### src/rtl/skid_buffer_sync_rst_n.sv
// Two-entry valid/ready pipeline stage (main + skid register) with registered
// handshake outputs, so no combinational path runs from in_valid/out_ready to any output.
module skid_buffer_sync_rst_n #(
  parameter int WIDTH = 4
) (
  input  logic             clk,
  input  logic             sync_rst_n,
  input  logic             in_valid,
  output logic             in_ready,
  input  logic [WIDTH-1:0] in_data,
  output logic             out_valid,
  input  logic             out_ready,
  output logic [WIDTH-1:0] out_data,
  output logic [1:0]       count
);

  typedef enum logic [1:0] {
    EMPTY = 2'd0,
    BUSY  = 2'd1,
    FULL  = 2'd2
  } state_t;

  state_t           state_reg, state_next;
  logic [WIDTH-1:0] main_reg, main_next;
  logic [WIDTH-1:0] skid_reg, skid_next;

  logic accept;
  logic handoff;
  logic main_load;
  logic main_from_skid;
  logic skid_load;

  assign in_ready  = (state_reg != FULL);
  assign out_valid = (state_reg != EMPTY);
  assign out_data  = main_reg;
  assign count     = (state_reg == FULL) ? 2'd2 :
                     (state_reg == BUSY) ? 2'd1 : 2'd0;

  assign accept  = in_valid && in_ready;
  assign handoff = out_valid && out_ready;

  // Next state plus register load strobes; the data path below only acts on the strobes.
  always_comb begin
    state_next     = state_reg;
    main_load      = 1'b0;
    main_from_skid = 1'b0;
    skid_load      = 1'b0;
    case (state_reg)
      EMPTY: begin
        if (accept) begin
          main_load  = 1'b1;
          state_next = BUSY;
        end
      end
      BUSY: begin
        if (accept && handoff) begin
          main_load = 1'b1;
        end else if (accept) begin
          skid_load  = 1'b1;
          state_next = FULL;
        end else if (handoff) begin
          state_next = EMPTY;
        end
      end
      FULL: begin
        if (handoff) begin
          main_load      = 1'b1;
          main_from_skid = 1'b1;
          state_next     = BUSY;
        end
      end
      default: begin
        state_next = EMPTY;
      end
    endcase
  end

  // Per-bit load muxes: main takes in_data or the skid copy; both hold otherwise.
  generate
    for (genvar gi = 0; gi < WIDTH; gi++) begin : g_bit
      assign main_next[gi] = !main_load     ? main_reg[gi] :
                             main_from_skid ? skid_reg[gi] : in_data[gi];
      assign skid_next[gi] = skid_load ? in_data[gi] : skid_reg[gi];
    end
  endgenerate

  always_ff @(posedge clk) begin
    if (!sync_rst_n) begin
      state_reg <= EMPTY;
      main_reg  <= '0;
      skid_reg  <= '0;
    end else begin
      state_reg <= state_next;
      main_reg  <= main_next;
      skid_reg  <= skid_next;
    end
  end

endmodule

### config.mk
export PLATFORM = sky130hd
export DESIGN_NAME = skid_buffer_sync_rst_n
export DESIGN_NICKNAME = d
export VERILOG_FILES = /design/src/rtl/skid_buffer_sync_rst_n.sv
export SDC_FILE = /design/constraint.sdc
export NUM_CORES = 1
export LEC_CHECK = 0
export CORE_AREA = 2 2 39 41
export DETAILED_ROUTE_END_ITERATION = 6
export DIE_AREA = 0 0 41 43
export MAX_ROUTING_LAYER = met4
export PLACE_DENSITY = 0.73
export RECOVER_POWER = 25
export SYNTH_ARGS = -nofsm -noshare
export SYNTH_HDL_FRONTEND = slang
export SYNTH_SLANG_ARGS = --single-unit
### constraint.sdc
create_clock -name clk -period 2.4 [get_ports clk]
set_input_delay 0.36 -clock clk [delete_from_list [all_inputs] [get_ports clk]]
set_output_delay 0.36 -clock clk [all_outputs]
set_load 0.01 [all_outputs]
======== Yosys cells after proc, flatten, opt, wreduce, memory -nomap -nowiden ========
Index checks and enable logic that the tools add are counted.
storage, ports and cells
  bits in registers ....................... 10
  input bits .............................. 8
  logic and storage cells ................. 35
  output and inout port bits .............. 8
operators by class
  reductions and logical operators ........ 6
  eq/ne operators ......................... 7
  multiplexer cells ....................... 19
operators with widths
  cell                                            number
  2-to-1 mux 2 bit                                6
  2-to-1 mux 1 bit                                11
  inequality test 2 bit (second input constant)   4
  one-hot mux 2 bit (3 select lines)              1
  AND reduction 4 bit                             1
  logical AND 1 bit                               3
  inequality test 3 bit (second input constant)   1
  one-hot mux 1 bit (3 select lines)              1
  == test 2 x 1 -> 1 bit (second input constant)  1
  == test 2 bit (second input constant)           1
  logical NOT 2 bit                               1
  nonzero test 2 bit                              1

======== Depth between registers and ports, before layout ========
  depth in word-level cells ............... 6
  mapped depth ............................ 4
  depth with buffers taken out ............ 4

======== Least setup slack after synthesis ========
Ideal clock, no wire load.
  path type ............................... input to register
  from .................................... in in_valid
  to ...................................... reg main_reg[0], in the netlist out_data[0]
  buffers on the path ..................... 0
  stages on the path ...................... 3
  setup time .............................. 122 ps
  data required time ...................... 2278 ps
  data arrival time ....................... 1022 ps
  setup slack ............................. 1257 ps
  path through ............................ nor2b_1 -> a211oi_2 -> a221o_1
on the way
  longest elaborated chain between the ends .. 4
  elaborated cells on any way between the ends .. 5
  those cells by class .................... mux: 3; reduce/logical: 2
ends and longest elaborated chain
  what                                  line  source
  from (decl)                           8     input logic in_valid,
  logical AND 1 bit *                   39    assign accept = in_valid && in_ready;
  logical AND 1 bit                     56    if (accept && handoff) begin
  2-to-1 mux 1 bit                      56
  one-hot mux 1 bit (3 select lines) *  48    case (state_reg)
  to (signal assigned)                  94    main_reg <= main_next;
  to (decl)                             24    logic [WIDTH-1:0] main_reg, main_next;
Mark *: on every way between the ends. The rest lies on a longest branch, timed or not.
A chain may end at the register's enable or synchronous reset.

======== Final worst setup path ========
  from .................................... reg state_reg[1]
  to ...................................... out count[1]
on the way
  longest elaborated chain between the ends .. 2
ends and longest elaborated chain
  what                    line  source
  from (decl)             23    state_t state_reg, state_next;
  from (signal assigned)  93    state_reg <= state_next;
  == test 2 bit           36    assign count = (state_reg == FULL) ? 2'd2 :
  2-to-1 mux 2 bit        36
  to (decl)               14    output logic [1:0] count
No other way between the ends.

==> flow_metrics.env <==
export IMPL_layout_drive_gt1_share_pct=9.677
export IMPL_vias_in_the_first_global_route=325
export IMPL_drc_errors=0
export IMPL_worstSkewPairLatency_ps=270
export IMPL_ir_drop_mv=0.2002
export IMPL_synth_enable_flop_cells=0
export IMPL_boundaryPins=16
export IMPL_floorplan_core_area_mm2=0.001384
export IMPL_syn_cell_area_um2=444.2
export IMPL_synthesis_instances=44
export IMPL_initial_core_util_pct=32.10
export IMPL_criticalPathCategory="reg2out"
export IMPL_synth_seq_cells=10
export IMPL_synth_distinct_cells=18
export IMPL_floorplan_rows=14
export IMPL_drt_pass1_iterations=4
export IMPL_cell_area_power_density_mw_per_mm2=604.7
export IMPL_avgSynthCellArea_um2=10.09
export IMPL_worstPathCellList="nand2b_1, inv_1, clkdlybuf4s50_1"
export IMPL_maximum_number_of_pins_on_one_net_before_global_route_repair=9
export IMPL_post_synth_main_area_contributors="sky130_fd_sc_hd__dfxtp_1 45%, sky130_fd_sc_hd__a221o_1 9.0%, sky130_fd_sc_hd__mux2i_1 9.0%"
export IMPL_critPathArrivalTime_ps=1440
export IMPL_synth_nets=52
export IMPL_fin_nets=71
export IMPL_number_of_cts_inserted_buffers=3
export IMPL_post_route_period_util_pct=74.99
export IMPL_synth_top_area_cell="sky130_fd_sc_hd__dfxtp_1"
export IMPL_cts_sinks=10
export IMPL_clock_path_buffers=2
export IMPL_syn_to_final_growth_pct=45.35
export IMPL_synth_top_cells_by_count="10 x sky130_fd_sc_hd__dfxtp_1, 5 x sky130_fd_sc_hd__and2_1, 4 x sky130_fd_sc_hd__a221o_1, 4 x sky130_fd_sc_hd__mux2i_1, 4 x sky130_fd_sc_hd__nor2_1"
export IMPL_cts_resized=0
export IMPL_cts_tree="yes"
export IMPL_synth_seq_area_share_pct=45.07
export IMPL_ys_warnings_count=0
export IMPL_run_status="finished clean"
export IMPL_htree_num_levels=1
export IMPL_grt_first_pass_wirelength_um=1393
export IMPL_chipWidth_um=41
export IMPL_postCtsSetupBuffers=0
export IMPL_fp_dieArea_mm2=0.001763
export IMPL_ys_dominant_reg_cell="sky130_fd_sc_hd__dfxtp_1"
export IMPL_grt_setup_unrepaired="false"
export IMPL_clk_root_buffer_cell="sky130_fd_sc_hd__clkbuf_4"
export IMPL_worst_pin_slew_ps=320.1
export IMPL_worstSetupStartpointType="flop"
export IMPL_route_final_wire_length_um=899
export IMPL_worst_path_max_delay_cell="sky130_fd_sc_hd__clkdlybuf4s50_1"
export IMPL_endpoint_kind="output port"
export IMPL_synth_most_common_cell="sky130_fd_sc_hd__dfxtp_1"
export IMPL_num_antenna_cells=0
export IMPL_dp_final_hpwl_um=672.2
export IMPL_required_ps=2040
export IMPL_clock_skew_final_ps=2.776
export IMPL_cap_viol_max_count=0
export IMPL_hold_buffers=0
export IMPL_timing_hold_worst_class="reg2reg"
export IMPL_routedWlPerCell_um=11.53
export IMPL_setup_violations_final=0
export IMPL_proportion_of_netlist_area_held_by_the_largest_area_contributor_pct=45.07
export IMPL_slew_violations=0
export IMPL_layout_min_cycle_time_ps=1800
export IMPL_max_clock_freq_mhz=555.6
export IMPL_global_route_usage_total_pct=12.24
export IMPL_grt_antenna_before_repair=0
export IMPL_power_total_mw=0.3904
export IMPL_detail_route_iter0_violations=6
export IMPL_worstPathMaxFanout=8
export IMPL_r2r_worst_path_cells=3
export IMPL_setup_tns_ps=0
export IMPL_postSynth_asyncResetShare_pct=0
export IMPL_portBuffers=15
export IMPL_final_fill_count=142
export IMPL_remaining_global_route_overflow=0
export IMPL_die_y_um=43
export IMPL_dr_total_vias=363
export IMPL_hold_violation_count_in_the_final_report=0
export IMPL_worst_hold_path_num_cells=1
export IMPL_avgViaCountPerCell=4.654
export IMPL_p_leak_nw=0.2624
export IMPL_slowest_delay_ps=540
export IMPL_antenna_left=0
export IMPL_clk_pin_slew_ps=70
export IMPL_place_congestion=0.7091
export IMPL_max_slew_margin_pct=78.62
[cell usage in the layout, fill, tap and decap left out, drive strengths merged]
master         count
inv                2
nor2               4
dfxtp             10
or2                1
and2               5
and4bb             1
nor2b              2
nand2b             2
a211oi             1
and3b              1
clkdlybuf4s50     13
clkbuf             4
nor3               2
and3               1
and4b              1
dlygate4sd3        2
mux2i              4
a221o              4
a21oi              1
o31a               1
[metrics by stage]
stage               worst slack, ps  util (%)  cells  instance area (um^2)  hold slack, ps
finish                        600.2     46.65     78                 645.6           487.7
global route                  539.9     46.65     78                 645.6           522.5
CTS                           593.4     46.65     78                 645.6           490.4
detailed placement            649.9     44.03     74                 609.3           473.9
global placement              701.2     44.03     74                 609.3           471.9
floorplan                      1257         -     44                 444.2           439.3
[critical path, delay by kind of cell (launching register included)]
family / cells / cell delay [ps]
flip-flops: 1 / 440
buffers and inverters: 2 / 630
AND/OR/NAND/NOR: 1 / 100
[cell type report]
class                           count  area, um^2  share of cell area, %
Tap cell                           16       20.02                  3.101
Clock buffer                        4       36.28                  5.620
Sequential cell                    10       200.2                  31.01
Multi-Input combinational cell     31       231.5                  35.85
Inverter                            2       7.507                  1.163
Timing Repair Buffer               15       150.1                  23.26
[logic make-up (layout without fill, tap and decap cells)]
logic type	Yosys count	count (layout)	synth area share, %
AOI/OAI and AO/OA	7	7	14.93
buffers and inverters	3	21	2.816
DFF	10	10	45.07
muxes	4	4	9.014
and+or+nand+nor	20	20	28.17
[where the power goes]
| part | total [mW] | switching, mW | internal [mW] |
|---|---|---|---|
| clock network | 0.155 | 0.0628 | 0.0921 |
| logic | 0.0564 | 0.0216 | 0.0349 |
| registers | 0.179 | 0.00553 | 0.174 |
| total | 0.390 | 0.0899 | 0.301 |
[path summary, 6_finish.rpt]
path / from / end / slack [ps]
max reg2reg: state_reg[1]$_SDFFE_PN0P_ / out_data[2]$_SDFFE_PN0P_ / 1140
min reg2reg: out_data[1]$_SDFFE_PN0P_ / out_data[1]$_SDFFE_PN0P_ / 490
min: out_data[1]$_SDFFE_PN0P_ / out_data[1]$_SDFFE_PN0P_ / 490
max: state_reg[1]$_SDFFE_PN0P_ / count[1] / 600
[layer usage]
metal	global-route usage [%]	part of all wire [%]	vias to the layer above
met2	15.94	41	16
met3	3.141	8.3	2
li1	-	-	194
met1	15.11	49	151
met4	10.00	1.1	0
met5	-	0	-
No activity file was read; power rests on OpenSTA's default activity.
